`src/rtl/sim_end_ctrl.sv`:
```
// sim_end_ctrl
// Decides when a simulation run is over and why. Three ways to end a run:
//   * an error strobe from any source. Further errors are still collected
//     during a short drain window before done rises.
//   * a halt from any commit channel. This is the only way to end with pass=1.
//   * the timeout expiring. The timeout is either absolute, or in progress
//     mode it restarts on every commit.
//
// Ports:
//   clk          rising-edge clock
//   rst          synchronous active-high reset; also captures timeout_cfg
//   commit_valid per-channel commit strobes (popcount added to commit_cnt)
//   halt         per-channel halt requests
//   err          per-source error strobes
//   timeout_cfg  timeout load value, sampled only while rst=1 (0 = disabled)
//   done         sticky end-of-simulation flag
//   done_pulse   one-cycle strobe on the first cycle of done
//   pass         sticky: run ended by halt with no error
//   cause        00 none, 01 halt, 10 error, 11 timeout
//   err_src      OR of every error source seen since reset
//   halt_ch      lowest-index channel that raised the ending halt
//   commit_cnt   saturating count of committed instructions
module sim_end_ctrl #(
    parameter int NUM_CH        = 8,
    parameter int NUM_ERR       = 3,
    parameter int TMO_W         = 32,
    parameter int CNT_W         = 32,
    parameter int DRAIN_CYCLES  = 5,
    parameter int PROGRESS_MODE = 0,
    localparam int HCW          = (NUM_CH > 1) ? $clog2(NUM_CH) : 1
) (
    input  logic               clk,
    input  logic               rst,
    input  logic [NUM_CH-1:0]  commit_valid,
    input  logic [NUM_CH-1:0]  halt,
    input  logic [NUM_ERR-1:0] err,
    input  logic [TMO_W-1:0]   timeout_cfg,
    output logic               done,
    output logic               done_pulse,
    output logic               pass,
    output logic [1:0]         cause,
    output logic [NUM_ERR-1:0] err_src,
    output logic [HCW-1:0]     halt_ch,
    output logic [CNT_W-1:0]   commit_cnt
);

    typedef enum logic [1:0] {RUN, DRAIN, DONE} state_t;

    state_t             state, state_next;
    logic [TMO_W-1:0]   cfg_q;
    logic [TMO_W-1:0]   timer;
    logic [7:0]         drain_cnt;
    logic               done_q;
    logic               pass_q;
    logic [1:0]         cause_q;
    logic [NUM_ERR-1:0] err_src_q;
    logic [HCW-1:0]     halt_ch_q;
    logic [CNT_W-1:0]   cnt_q;

    logic               any_err;
    logic               any_halt;
    logic               tmo_hit;
    logic [CNT_W:0]     cnt_sum;

    // Scan from the top down so the lowest set index wins.
    function automatic logic [HCW-1:0] lowest_idx(input logic [NUM_CH-1:0] v);
        logic [HCW-1:0] r;
        r = '0;
        for (int i = NUM_CH - 1; i >= 0; i--) begin
            if (v[i]) r = HCW'(i);
        end
        return r;
    endfunction

    function automatic logic [CNT_W:0] popcount(input logic [NUM_CH-1:0] v);
        logic [CNT_W:0] s;
        s = '0;
        for (int i = 0; i < NUM_CH; i++) begin
            s = s + {{CNT_W{1'b0}}, v[i]};
        end
        return s;
    endfunction

    assign any_err  = |err;
    assign any_halt = |halt;
    // A stored config of zero means the timeout is disabled.
    assign tmo_hit  = (cfg_q != '0) && (timer == '0);
    // One extra bit catches overflow so the counter can saturate.
    assign cnt_sum  = {1'b0, cnt_q} + popcount(commit_valid);

    always_ff @(posedge clk) begin
        if (rst) state <= RUN;
        else     state <= state_next;
    end

    // Error beats halt beats timeout when several happen in the same cycle.
    always_comb begin
        state_next = state;
        case (state)
            RUN: begin
                if (any_err)
                    state_next = (DRAIN_CYCLES == 0) ? DONE : DRAIN;
                else if (any_halt || tmo_hit)
                    state_next = DONE;
            end
            DRAIN: begin
                // drain_cnt holds the number of drain cycles still to go,
                // including the current one.
                if (drain_cnt <= 8'd1) state_next = DONE;
            end
            DONE:    state_next = DONE;
            default: state_next = RUN;
        endcase
    end

    always_comb begin
        done       = (state == DONE);
        done_pulse = (state == DONE) && !done_q;
        pass       = pass_q;
        cause      = cause_q;
        err_src    = err_src_q;
        halt_ch    = halt_ch_q;
        commit_cnt = cnt_q;
    end

    always_ff @(posedge clk) begin
        if (rst) begin
            cfg_q     <= timeout_cfg;
            timer     <= timeout_cfg;
            drain_cnt <= 8'(DRAIN_CYCLES);
            done_q    <= 1'b0;
            pass_q    <= 1'b0;
            cause_q   <= 2'b00;
            err_src_q <= '0;
            halt_ch_q <= '0;
            cnt_q     <= '0;
        end else begin
            done_q <= (state == DONE);
            case (state)
                RUN: begin
                    cnt_q <= cnt_sum[CNT_W] ? '1 : cnt_sum[CNT_W-1:0];
                    if (any_err) begin
                        err_src_q <= err_src_q | err;
                        cause_q   <= 2'b10;
                    end else if (any_halt) begin
                        cause_q   <= 2'b01;
                        pass_q    <= 1'b1;
                        halt_ch_q <= lowest_idx(halt);
                    end else if (tmo_hit) begin
                        cause_q   <= 2'b11;
                    end
                    // In progress mode any commit restarts the timeout window.
                    if ((PROGRESS_MODE != 0) && (|commit_valid))
                        timer <= cfg_q;
                    else if (timer != '0)
                        timer <= timer - TMO_W'(1);
                end
                DRAIN: begin
                    cnt_q     <= cnt_sum[CNT_W] ? '1 : cnt_sum[CNT_W-1:0];
                    err_src_q <= err_src_q | err;
                    if (drain_cnt != 8'd0) drain_cnt <= drain_cnt - 8'd1;
                end
                default: begin
                end
            endcase
        end
    end

endmodule

```
`config.mk`:
```
export PLATFORM = sky130hd
export DESIGN_NAME = sim_end_ctrl
export DESIGN_NICKNAME = d
export VERILOG_FILES = /design/src/rtl/sim_end_ctrl.sv
export SDC_FILE = /design/constraint.sdc
export NUM_CORES = 1
export LEC_CHECK = 0
export CORE_MARGIN = 2
export CORE_UTILIZATION = 49
export DETAILED_ROUTE_END_ITERATION = 10
export PLACE_DENSITY = 0.81
export SLEW_MARGIN = 5
export SYNTH_ARGS = -nofsm -noshare
export SYNTH_HDL_FRONTEND = slang
export SYNTH_SLANG_ARGS = --single-unit
```
`constraint.sdc`:
```
create_clock -name clk -period 3.9 [get_ports clk]
set_clock_uncertainty 0.2 [all_clocks]
set_input_delay 0.39 -clock clk [delete_from_list [all_inputs] [get_ports clk]]
set_output_delay 0.39 -clock clk [all_outputs]
set_load 0.02 [all_outputs]
```
==> metrics, run 1 <==
run status=finished, final reports clean; average vias per placed instance=5.74; CP Class=in -> reg; clock tree from TritonCTS=built; worst slew margin relative to its limit=39.9%; most common cell after layout, fill and taps aside=sky130_fd_sc_hd__clkdlybuf4s50_1; wire length of the first global-routing pass=22500 um; number of sinks handled by clock tree synthesis=116; Antenna Nets Post-Route=0; final design instance area without fill=0.00773 mm2; maximum clock insertion buffer count=2; Die Footprint=0.0129 mm2; detailed-router iteration count before antenna repair=5; Via Count=4859; final wirelength=13900 um; clock latency reported for the late side of the worst-skew pair=410 ps; height of the die=113 um; worst-path fanout max=8; most common flop cell mapped by yosys=sky130_fd_sc_hd__edfxtp_1; Num CTS Buffers=17; DRC marker count from the first detailed-route iteration=288; minimum period implied by the final worst setup slack=3830 ps; Tot GR Track Use=21.9%; cell total after placement=813; number of library cell types mapped by synthesis=61; share of synthesized area occupied by flip-flops and latches=50.5%; number of endpoints with negative hold slack in the final report=0; final setup vio count=0; syn nets=650; fraction of registers with async set or reset after synthesis=0%; DR WL/cell=16.4 um; Floorplan Core Area=0.0116 mm2; count of flip-flops with a built-in enable after synthesis=64; Remaining Overflow, GRT=0; number of standard cells after synthesis=579; largest net degree at the start of global routing=91; register bit count reported by yosys=116; commonest cells after routing, fill and taps aside=sky130_fd_sc_hd__clkdlybuf4s50_1, sky130_fd_sc_hd__edfxtp_1, sky130_fd_sc_hd__dfxtp_1, sky130_fd_sc_hd__nor2_1, sky130_fd_sc_hd__nand2_1; number of top-level pins=96; Layout fillers=878; starting density of the core=50.8%; worst slack after detailed placement=-594 ps; nets@finish=762; Leak Pwr=0.00269 uW; ratio of final minimum period to clock period=98.3%; data required time at the worst endpoint=3940 ps; row cnt=39; Non-Filler Instances=847; detailed-route DRC error count=0; Min-Delay Path Class=reg -> reg; Worst Setup Slack, final=67.4 ps; maximum level of the CTS H-tree=4; diode count=0; Routability Congestion=0.830; final slew viol count=0; root buf cell=sky130_fd_sc_hd__clkbuf_16; worst vdd ir=0.318 mV; total negative slack for setup checks=0 ps; layout cell share with drive strength beyond 1=10.8%; unrepaired setup endpoints after global routing=no; Yosys warning count=0; number of input and output port buffers inserted=95; Arrival @ worst endpoint=3870 ps; Die X-Extent=113 um; slew at the pin closest to its max-slew limit=890 ps; placed instance area=0.00707 mm2; Worst Setup End Kind=register; synthesized area=0.00587 mm2; post-synthesis to final-layout area growth=31.6%; vias in the first global route=4799; achievable frequency=261 MHz; initial antenna violation count=0; Max-Cap Viols=0; post-synthesis average cell area=10.1 um2; clock input transition at the sequential cells of the worst setup and hold paths=50 ps; HPWL after DPL=9760 um; power density of the placed cells=601 mW/mm2; startpoint class of the critical path=input port
==> metal layers <==
metal  part of all wire, %  track usage (%)  vias to the layer above
li1                      -                -                     2374
met1                    43             25.8                     2313
met2                    51             38.8                      153
met3                   4.9             5.90                       19
met4                   1.4             7.56                        0
met5                     0                0                        -
==> repair_timing <==
action	in CTS	in global routing
resized for setup	11	1
pin swaps	12	10
endpoints found under the setup margin	22	22
hold buffers	0	0
setup buffers	0	2
==> cell type report <==
class | instances | area [um2] | share of cell area [%]
Inverter | 22 | 82.6 | 1.07
Clock buffer | 22 | 507 | 6.56
Sequential cell | 116 | 2960 | 38.3
Tap cell | 143 | 179 | 2.32
Multi-Input combinational cell | 421 | 2780 | 36.0
Clock inverter | 10 | 123 | 1.59
Timing Repair Buffer | 113 | 1090 | 14.1
==> sequential cells by signal, indices dropped and copies added, names as in the netlist <==
signal      cells
cfg_q          32
commit_cnt     32
timer          32
drain_cnt       8
err_src         3
halt_ch         3
cause           2
state           2
done_q          1
pass            1
==> worst max-delay path, cell delays in order <==
cell and delay [ps]:
sky130_fd_sc_hd__clkdlybuf4s15_1 180, sky130_fd_sc_hd__fa_1 520, sky130_fd_sc_hd__inv_2 40, sky130_fd_sc_hd__fa_1 460
sky130_fd_sc_hd__fa_1 510, sky130_fd_sc_hd__fa_2 210, sky130_fd_sc_hd__inv_2 40, sky130_fd_sc_hd__fa_2 330
sky130_fd_sc_hd__a21o_1 190, sky130_fd_sc_hd__a21oi_4 170, sky130_fd_sc_hd__buf_4 140, sky130_fd_sc_hd__nor4_4 40
sky130_fd_sc_hd__buf_4 200, sky130_fd_sc_hd__nor4_1 300, sky130_fd_sc_hd__a211oi_1 130
==> cell families (layout without fill, tap and decap cells) <==
| logic type | after synthesis | in the layout | synth area share [%] |
|---|---|---|---|
| simple gates | 235 | 235 | 22.7 |
| compound gates | 121 | 121 | 12.6 |
| flops | 116 | 116 | 50.5 |
| xor+xnor | 45 | 45 | 6.71 |
| buf+inv | 42 | 167 | 2.68 |
| fa+ha+maj | 18 | 18 | 4.47 |
| mux | 2 | 2 | 0.362 |
==> path summary, 6_finish.rpt <==
path	slack, ps	depth (start not counted)	from	end
worst max register to register	350	13	commit_cnt[0]$_SDFFE_PP0P_	commit_cnt[31]$_SDFFE_PP0P_
worst max-delay path	70	15	commit_valid[1]	commit_cnt[31]$_SDFFE_PP0P_
worst min-delay path	270	2	halt_ch[0]$_SDFFE_PP0P_	halt_ch[0]$_SDFFE_PP0P_
worst min register to register	270	2	halt_ch[0]$_SDFFE_PP0P_	halt_ch[0]$_SDFFE_PP0P_
==> cell usage after synthesis (4+ instances only) <==
cell	instances	area, um2
sky130_fd_sc_hd__ha_1	13	163
sky130_fd_sc_hd__nand4_1	12	75.1
sky130_fd_sc_hd__nor4_1	19	119
sky130_fd_sc_hd__fa_1	5	100
sky130_fd_sc_hd__and2_1	6	37.5
sky130_fd_sc_hd__edfxtp_1	64	1920
sky130_fd_sc_hd__a211oi_1	6	45.0
sky130_fd_sc_hd__nand2_1	50	188
sky130_fd_sc_hd__nand3b_1	5	37.5
sky130_fd_sc_hd__nor2_1	51	191
sky130_fd_sc_hd__a31oi_1	10	62.6
sky130_fd_sc_hd__nand3_1	14	70.1
sky130_fd_sc_hd__and3_1	4	25.0
sky130_fd_sc_hd__o21ai_0	44	220
sky130_fd_sc_hd__a21oi_1	31	155
sky130_fd_sc_hd__xnor2_1	19	166
sky130_fd_sc_hd__or4_1	12	90.1
sky130_fd_sc_hd__inv_1	22	82.6
sky130_fd_sc_hd__clkbuf_1	20	75.1
sky130_fd_sc_hd__or3_1	14	87.6
sky130_fd_sc_hd__or2_2	4	25.0
sky130_fd_sc_hd__nor2b_1	7	43.8
sky130_fd_sc_hd__nand4b_1	5	43.8
sky130_fd_sc_hd__nor3_1	8	40.0
sky130_fd_sc_hd__nand2b_1	5	31.3
sky130_fd_sc_hd__dfxtp_1	52	1040
sky130_fd_sc_hd__xor2_1	26	228
sky130_fd_sc_hd__o31ai_1	4	30.0
==> report_power, final <==
part | switching, uW | leakage, uW | internal, uW | total [uW]
sequential | 204 | 0.00107 | 1580 | 1780
combinational | 686 | 0.00130 | 545 | 1230
clock | 525 | 0.000315 | 1100 | 1630
total | 1410 | 0.00269 | 3230 | 4640
==> through the flow <==
step / hold WS (ps) / utilization [%] / total power (uW)
6_report: 268 / 66.8 / 4640
5_1_grt: 293 / 66.8 / 4870
4_1_cts: 270 / 66.6 / 4650
3_5_place_dp: 263 / 61.2 / 3010
3_3_place_gp: 248 / 61.2 / 2940
2_1_floorplan: 276 / - / 2570
No activity file was read; power rests on OpenSTA's default activity.
==> run 2: changes to the inputs <==
Settings changed: SLEW_MARGIN 5 to default.
==> results of run 2 <==
Same layout as run 1: the final DEF is identical, and so are final timing and power.
==> run 3: changes to the inputs <==
Settings changed: CORE_MARGIN 2 to default.
==> metrics, run 3 (same netlist as run 1, synthesis figures left out) <==
run status=finished with violations (was finished, final reports clean); violated checks=design-rule violations; DRC marker count from the first detailed-route iteration=312 (was 288); slew at the pin closest to its max-slew limit=848 ps (was 890 ps); clock latency reported for the late side of the worst-skew pair=410 ps (about the same); HPWL after DPL=9640 um (was 9760 um); root buf cell=sky130_fd_sc_hd__clkbuf_16 (unchanged); height of the die=111 um (was 113 um); layout cell share with drive strength beyond 1=10.7% (was 10.8%); power density of the placed cells=594 mW/mm2 (was 601 mW/mm2); Die Footprint=0.0124 mm2 (was 0.0129 mm2); startpoint class of the critical path=input port (unchanged); commonest cells after routing, fill and taps aside=sky130_fd_sc_hd__clkdlybuf4s50_1, sky130_fd_sc_hd__edfxtp_1, sky130_fd_sc_hd__dfxtp_1, sky130_fd_sc_hd__nor2_1, sky130_fd_sc_hd__nand2_1 (unchanged); Worst Hold Slack=160 ps (was 268 ps); average vias per placed instance=5.73 (was 5.74); Floorplan Core Area=0.0116 mm2 (unchanged); post-synthesis to final-layout area growth=31.2% (was 31.6%); number of input and output port buffers inserted=95 (unchanged); Antenna Nets Post-Route=0 (unchanged); starting density of the core=50.8% (unchanged); clock tree from TritonCTS=built (unchanged); diode count=0 (unchanged); Via Count=4856 (was 4859); final setup vio count=0 (unchanged); achievable frequency=264 MHz (was 261 MHz); worst slew margin relative to its limit=43.2% (was 39.9%); detailed-route DRC error count=4 (was 0); Worst Setup Slack, final=113 ps (was 67.4 ps); worst slack after detailed placement=-555 ps (was -594 ps); initial antenna violation count=0 (unchanged); Arrival @ worst endpoint=3920 ps (was 3870 ps); Num CTS Buffers=17 (unchanged); vias in the first global route=4896 (was 4799); most common cell after layout, fill and taps aside=sky130_fd_sc_hd__clkdlybuf4s50_1 (unchanged); GRT met1 Usage=27.1% (was 25.8%); number of top-level pins=96 (unchanged); detailed-router iteration count before antenna repair=7 (was 5); worst-path fanout max=4 (was 8); minimum period implied by the final worst setup slack=3790 ps (was 3830 ps); data required time at the worst endpoint=4030 ps (was 3940 ps); Remaining Overflow, GRT=0 (unchanged); Max-Cap Viols=0 (unchanged); global routing usage on met3=6.42% (was 5.90%); Tot GR Track Use=23.1% (was 21.9%); most used routing layer in global routing=met2 (unchanged); Leak Pwr=0.00267 uW (was 0.00269 uW); maximum level of the CTS H-tree=4 (unchanged); met2 GRT Util=39.8% (was 38.8%); number of sinks handled by clock tree synthesis=116 (unchanged); clock input transition at the sequential cells of the worst setup and hold paths=50 ps (about the same); final slew viol count=0 (unchanged); row cnt=39 (unchanged); number of endpoints with negative hold slack in the final report=0 (unchanged); nets@finish=762 (unchanged); largest net degree at the start of global routing=68 (was 91); Layout fillers=859 (was 878); DR WL/cell=16.3 um (was 16.4 um); number of hold-repair buffers added at the cts stage=0 (unchanged); unrepaired setup endpoints after global routing=no (unchanged); Routability Congestion=0.837 (was 0.830); ratio of final minimum period to clock period=97.1% (was 98.3%); worst vdd ir=0.558 mV (was 0.318 mV); wire length of the first global-routing pass=22900 um (was 22500 um); CP Class=in -> reg (unchanged); maximum clock insertion buffer count=2 (unchanged); Worst Setup End Kind=register (unchanged); Min-Delay Path Class=in -> reg (was reg -> reg); Die X-Extent=111 um (was 113 um); final wirelength=13800 um (was 13900 um)
-- run 3: worst paths after layout --
path | start | endpoint | slack (ps) | cells past startpoint
setup / recovery | commit_valid[0] | commit_cnt[20]$_SDFFE_PP0P_ | 110 | 13
hold / removal | rst | done_q$_SDFF_PP0_ | 160 | 2
setup reg to reg | commit_cnt[0]$_SDFFE_PP0P_ | commit_cnt[20]$_SDFFE_PP0P_ | 470 | 11
hold reg to reg | pass$_SDFFE_PP0P_ | pass$_SDFFE_PP0P_ | 280 | 2
-- run 3: per-layer routing --
metal / vias up / wire [um]
met5: - / 0
met4: 0 / 230
met3: 16 / 524
met2: 105 / 7110
met1: 2359 / 5900
li1: 2376 / -
-- run 3: area by class of cell --
cell class                      count  area, um2  share of cell area [%]
Multi-Input combinational cell    421       2780                    36.1
Clock buffer                       17        425                    5.52
Timing Repair Buffer              113       1110                    14.4
Sequential cell                   116       2960                    38.5
Inverter                           22       82.6                    1.07
Tap cell                          143        179                    2.32
Clock inverter                     15        165                    2.14
-- run 3: worst max-delay path, stage by stage --
cell	delay (ps)
sky130_fd_sc_hd__dlygate4sd2_1	250
sky130_fd_sc_hd__fa_1	530
sky130_fd_sc_hd__inv_1	50
sky130_fd_sc_hd__fa_1	500
sky130_fd_sc_hd__fa_1	430
sky130_fd_sc_hd__fa_2	370
sky130_fd_sc_hd__inv_2	70
sky130_fd_sc_hd__fa_2	200
sky130_fd_sc_hd__a21o_1	150
sky130_fd_sc_hd__a21oi_4	80
sky130_fd_sc_hd__or3_4	350
sky130_fd_sc_hd__or4_4	420
sky130_fd_sc_hd__a31oi_1	130
-- run 3: report_power, final --
group          total, uW  switching (uW)  leakage (uW)  internal, uW
logic               1260             708       0.00131           552
registers           1780             202       0.00107          1580
clock network       1530             540      0.000281           994
total               4570            1450       0.00267          3120
-- run 3: through the flow --
stage	instance area [um2]	power [uW]	std cells	utilization, %	setup TNS, ps
2_1_floorplan	5890	2570	579	-	-283
4_1_cts	7700	4600	847	66.5	0
6_report	7700	4570	847	66.6	0
5_1_grt	7700	4810	847	66.6	0
3_5_place_dp	7100	3020	815	61.4	-13330
3_3_place_gp	7100	2940	815	61.4	-12060
-- run 3: timing repair --
| item | CTS | global route |
|---|---|---|
| gates resized for setup | 5 | 3 |
| setup endpoints to repair | 10 | 28 |
| pin swaps | 11 | 5 |
| setup buffers | 1 | 0 |
